**src/rtl/axi_pcie_v1_06_a_axi_enhanced_tx_mport_arb.sv**
```systemverilog
// axi_pcie_v1_06_a_axi_enhanced_tx_mport_arb: N-channel AXIS packet arbiter/mux with CH0 priority, weighted RR and link-down flush
module axi_pcie_v1_06_a_axi_enhanced_tx_mport_arb #(
  parameter int    C_DATA_WIDTH   = 64,
  parameter int    C_NUM_CH       = 4,
  parameter string C_PRIO_CH0     = "TRUE",
  parameter int    C_WEIGHT_WIDTH = 4,
  parameter int    TCQ            = 1,
  parameter int    STRB_WIDTH     = C_DATA_WIDTH / 8,
  parameter int    CH_W           = $clog2(C_NUM_CH)
) (
  input  logic                                 com_iclk,
  input  logic                                 com_sysrst_n,
  input  logic [C_NUM_CH*C_DATA_WIDTH-1:0]     s_axis_tdata,
  input  logic [C_NUM_CH-1:0]                  s_axis_tvalid,
  output logic [C_NUM_CH-1:0]                  s_axis_tready,
  input  logic [C_NUM_CH*STRB_WIDTH-1:0]       s_axis_tstrb,
  input  logic [C_NUM_CH-1:0]                  s_axis_tlast,
  input  logic [C_NUM_CH*4-1:0]                s_axis_tuser,
  input  logic [C_NUM_CH*C_WEIGHT_WIDTH-1:0]   ch_weight,
  output logic [C_DATA_WIDTH-1:0]              m_axis_tx_tdata,
  output logic [STRB_WIDTH-1:0]                m_axis_tx_tstrb,
  output logic                                 m_axis_tx_tlast,
  output logic [3:0]                           m_axis_tx_tuser,
  output logic                                 m_axis_tx_tvalid,
  input  logic                                 m_axis_tx_tready,
  input  logic                                 trn_lnk_up,
  output logic [CH_W-1:0]                      channel_sel,
  output logic                                 in_packet,
  output logic                                 flush_axis_tlp
);
  localparam bit PRIO = (C_PRIO_CH0 == "TRUE");
  if (C_NUM_CH < 2 || C_NUM_CH > 8 || TCQ < 0 ||
      !(C_DATA_WIDTH == 32 || C_DATA_WIDTH == 64 || C_DATA_WIDTH == 128)) begin : g_bad_param
    $error("illegal parameter combination");
  end
  typedef enum logic [1:0] {IDLE, PKT, FLUSH} state_t;
  state_t state, state_n;
  logic [CH_W-1:0] sel, sel_n, last_grant, last_n, pick, idx;
  logic [C_WEIGHT_WIDTH-1:0] credit, credit_n, w;
  logic found, hs, sel_last;
  assign sel_last = s_axis_tlast[sel];
  assign hs = s_axis_tvalid[sel] & m_axis_tx_tready;
  // Round-robin scan starts just past the last RR owner and wraps back to it.
  always_comb begin
    found = 1'b0;
    pick = last_grant;
    idx = '0;
    for (int k = 1; k <= C_NUM_CH; k++) begin
      idx = CH_W'((int'(last_grant) + k) % C_NUM_CH);
      if (!found && s_axis_tvalid[idx] && !(PRIO && idx == '0)) begin
        found = 1'b1;
        pick = idx;
      end
    end
    w = ch_weight[pick*C_WEIGHT_WIDTH +: C_WEIGHT_WIDTH];
  end
  always_comb begin
    state_n = state;
    sel_n = sel;
    last_n = last_grant;
    credit_n = credit;
    case (state)
      IDLE:
        if (trn_lnk_up && |s_axis_tvalid) begin
          if (PRIO && s_axis_tvalid[0]) begin
            sel_n = '0;
            state_n = PKT;
          end else if (s_axis_tvalid[last_grant] && credit != '0) begin
            sel_n = last_grant;
            credit_n = credit - C_WEIGHT_WIDTH'(1);
            state_n = PKT;
          end else if (found) begin
            sel_n = pick;
            last_n = pick;
            credit_n = (w == '0) ? '0 : w - C_WEIGHT_WIDTH'(1);
            state_n = PKT;
          end
        end
      PKT:
        if (hs && sel_last) state_n = IDLE;
        else if (!trn_lnk_up) state_n = FLUSH;
      FLUSH:
        if (s_axis_tvalid[sel] && sel_last) state_n = IDLE;
      default: state_n = IDLE;
    endcase
  end
  always_ff @(posedge com_iclk or negedge com_sysrst_n)
    if (!com_sysrst_n) begin
      state <= IDLE;
      sel <= '0;
      last_grant <= CH_W'(C_NUM_CH - 1);
      credit <= '0;
    end else begin
      state <= state_n;
      sel <= sel_n;
      last_grant <= last_n;
      credit <= credit_n;
    end
  assign channel_sel = sel;
  assign in_packet = (state != IDLE);
  assign flush_axis_tlp = (state == FLUSH);
  assign m_axis_tx_tvalid = (state == PKT) && s_axis_tvalid[sel];
  assign m_axis_tx_tdata = (state == PKT) ? s_axis_tdata[sel*C_DATA_WIDTH +: C_DATA_WIDTH] : '0;
  assign m_axis_tx_tstrb = (state == PKT) ? s_axis_tstrb[sel*STRB_WIDTH +: STRB_WIDTH] : '0;
  assign m_axis_tx_tuser = (state == PKT) ? s_axis_tuser[sel*4 +: 4] : '0;
  assign m_axis_tx_tlast = (state == PKT) && sel_last;
  // Flush drains the granted channel unconditionally so the truncated TLP is discarded.
  assign s_axis_tready = (state == PKT)   ? C_NUM_CH'(m_axis_tx_tready) << sel :
                         (state == FLUSH) ? C_NUM_CH'(1) << sel : '0;
endmodule

```
**config.mk**
```make
export PLATFORM = sky130hd
export DESIGN_NAME = axi_pcie_v1_06_a_axi_enhanced_tx_mport_arb
export DESIGN_NICKNAME = d
export VERILOG_FILES = /design/src/rtl/axi_pcie_v1_06_a_axi_enhanced_tx_mport_arb.sv
export SDC_FILE = /design/constraint.sdc
export NUM_CORES = 1
export LEC_CHECK = 0
export CAP_MARGIN = 20
export CORE_AREA = 4 4 161 163
export DETAILED_ROUTE_END_ITERATION = 8
export DIE_AREA = 0 0 165 167
export PLACE_DENSITY = 0.55
export SLEW_MARGIN = 10
export SYNTH_ARGS = -nofsm -noshare
export SYNTH_HDL_FRONTEND = slang
export SYNTH_SLANG_ARGS = --single-unit
```
**constraint.sdc**
```tcl
create_clock -name com_iclk -period 5.87 [get_ports com_iclk]
set_clock_uncertainty 0.2 [all_clocks]
set_input_delay 1.174 -clock com_iclk [delete_from_list [all_inputs] [get_ports com_iclk]]
set_output_delay 1.174 -clock com_iclk [all_outputs]
set_load 0.05 [all_outputs]
```
==> flow_summary.yaml <==
clocking:
  cts_setup_buffers: 0
  path_clk_slew_ns: 0.04
  clockRootBuffer: "clkbuf_16"
  cts_hold_buf: 0
  cts_inserted_buffers: 3
  clk_path_buf_depth: 2
  htree_levels: 1
  cts_tree: "yes"
  clock-sinks: 10
  ctsResizeCount: 0
  clk_latency_ns: 0.24
worst_setup_path:
  cp_max_fo: 6
  critPathTopFamily: "buffers and inverters"
  max_stage_delay_ns: 0.72
  startpoint_type: "input pin"
  worst_setup_path_end_kind: "output port"
  critPathSlowestCell: "clkdlybuf4s50_1"
  path_class: "input pin to output port"
  worst-endpoint-arrival_ns: 3.15
  cpMostUsedCell: "clkdlybuf4s50_1"
  path_cells: "clkdlybuf4s50_1, mux4_2, and2_1, clkdlybuf4s50_1"
  cp_num_buf_inv: 2
  crit_required_ns: 4.50
sta:
  fmax_mhz: 221
  timing.hold.ws_ns: 0.347
  hold_viol: 0
  grt_setup_unrepaired: "no"
  slew_viol_final: 0
  period_needed_ns: 4.52
  worst_pin_slew_ns: 0.966
  relSlewSlack_pct: 35.6
  finalCritPeriodShare_pct: 77.1
  fin_tns_setup_ns: 0
  setup_viol: 0
route:
  drt_first_pass_iters: 4
  via_per_inst: 4.26
  drtAntennaViolNets: 0
  drc: 0
  vias: 4495
  wl_per_cell_um: 21.8
  drtIter0Drc: 249
  wl_um: 22900
grt:
  grt_use_total_pct: 15.2
  grt_pass1_wl_um: 31400
  antenna_found_initial: 8
  grt-ovfl-total: 0
  grt_pass1_vias: 4588
  grt_max_degree: 49
final_layout:
  multi_input_area_um2: 3160
  final_cell_area_um2: 8170
  final_nets: 1063
  layout_commonest_cell: "clkdlybuf4s50_1"
  final_cell_mix: "417 x clkdlybuf4s50_1, 80 x and2_1, 79 x mux4_2"
  finalCoreUtilization_pct: 33.6
  drive_above_1_share_pct: 14.6
  regArea_um2: 260
  area.growth.synth_to_final_pct: 130
  fill_cells: 2432
logic_synthesis:
  synth_nets: 666
  ys_warn_count: 0
  syn_area_um2: 3560
  yosys.cell_types.count: 49
  synth-seq-area-share_pct: 7.11
  synthFlopType: "dfrtp_1"
  ys_async_sr_fraction_pct: 100
  synth_seq_cells: 10
  synthCells: 329
  synth-edff-count: 0
  avgSynthCellArea_um2: 10.8
power:
  peakVddDrop_uv: 303
  seqPwrFrac_pct: 7.4
  combPwrFrac_pct: 88.3
  power_density_nw_per_um2: 390
  p_sw_share_pct: 54.5
  clkPwrFrac_pct: 4.2
  p_leak_uw: 0.00286
  p_int_uw: 1450
  netSwitchingPower_uw: 1740
placement:
  place_hpwl_um: 20100
  io_buffers: 417
  place.gp.congestion: 0.879
  placed_cell_area_um2: 8070
die:
  chipWidth_um: 165
  die-area_um2: 27600
  start_util_pct: 14.6
  core_um2: 24300
  core.rowCount: 57
  dieHeight_um: 167
  io_pins: 418
run:
  drv_cap: 0
hold_path:
  hold_class: "flop to flop"
outcome:
  status: "complete, no violations"
worst min-delay path, cell delays in order (launching register included):
cell and delay [ns]:
dfrtp_1 0.37, a21oi_1 0.08, o31ai_1 0.06
per-stage QoR:
step | power, µW | setup slack (ns) | std cells
2_1_floorplan | 2150 | 2.01 | 329
3_3_place_gp | 3080 | 1.37 | 1045
3_5_place_dp | 3090 | 1.33 | 1045
4_1_cts | 3230 | 1.25 | 1049
5_1_grt | 3380 | 1.13 | 1054
6_report | 3190 | 1.35 | 1054
cells by family after synthesis:
group                    after synthesis  synth area share [%]
AND/OR/NAND/NOR                      144                  23.0
buffers and inverters                 37                  4.33
XOR/XNOR                               3                  1.27
multiplexers                          92                  54.4
adder cells (fa/ha/maj)                5                  1.76
flip-flops                            10                  7.11
AO/OA/AOI/OAI                         38                  8.09
worst paths after layout:
check	start	to	slack, ns	cells after the start
worst max-delay path	s_axis_tvalid[3]	m_axis_tx_tvalid	1.35	4
worst min-delay path	credit[0]	credit[0]	0.35	2
worst max register to register	last_grant[0]	credit[2]	2.06	10
worst min register to register	credit[0]	credit[0]	0.35	2
max in group asynchronous	com_sysrst_n	channel_sel[1]	4.02	1
min in group asynchronous	com_sysrst_n	credit[2]	1.07	1
synth_stat cells, types with 2 or more instances:
master | number | area [µm²]
inv_1 | 6 | 22.5
nor2_1 | 10 | 37.5
o22ai_1 | 3 | 18.8
and2_1 | 80 | 500
a211oi_1 | 2 | 15.0
nor3b_1 | 2 | 15.0
and3_1 | 4 | 25.0
nor2b_1 | 6 | 37.5
mux2_2 | 3 | 33.8
mux4_2 | 79 | 1780
buf_6 | 2 | 22.5
dfrtp_1 | 8 | 200
ha_1 | 5 | 62.6
nor3_1 | 6 | 30.0
nand2_1 | 24 | 90.1
xnor2_1 | 2 | 17.5
clkbuf_1 | 16 | 60.1
a21o_1 | 5 | 37.5
a21oi_1 | 7 | 35.0
mux2i_1 | 8 | 80.1
nand3_1 | 3 | 15.0
o21ai_0 | 5 | 25.0
buf_1 | 12 | 45.0
nand2b_1 | 3 | 18.8
dfstp_2 | 2 | 52.6
a22o_1 | 3 | 26.3
power groups by stage:
| stage | logic (µW) | registers [µW] | clock network, µW |
|---|---|---|---|
| 2_1_floorplan | 2010 | 144 | 0 |
| 3_3_place_gp | 2830 | 244 | 0 |
| 4_1_cts | 2850 | 243 | 137 |
| 3_5_place_dp | 2840 | 244 | 0 |
| 6_report | 2820 | 237 | 135 |
| 5_1_grt | 2990 | 257 | 139 |
sequential cells by signal, indices dropped and copies added, names as in the netlist:
signal / flops
channel_sel: 2
credit: 4
last_grant: 2
state: 2
final cells by class:
cell class	instances	area share [%]
repair buffers	422	51.7
multi-input cells	282	38.6
well taps	324	4.96
flip-flops and latches	10	3.18
clock buffers	4	1.09
inverters	7	0.321
diodes	5	0.153
per-layer routing:
metal / routed length (µm) / global-route usage, % / up-vias
met4: 240 / 2.57 / 6
met5: 46 / 0 / -
met2: 11700 / 26.8 / 179
met1: 8780 / 17.9 / 2202
li1: - / - / 2088
met3: 2160 / 5.19 / 20
Power figures use the tool's default switching activity.
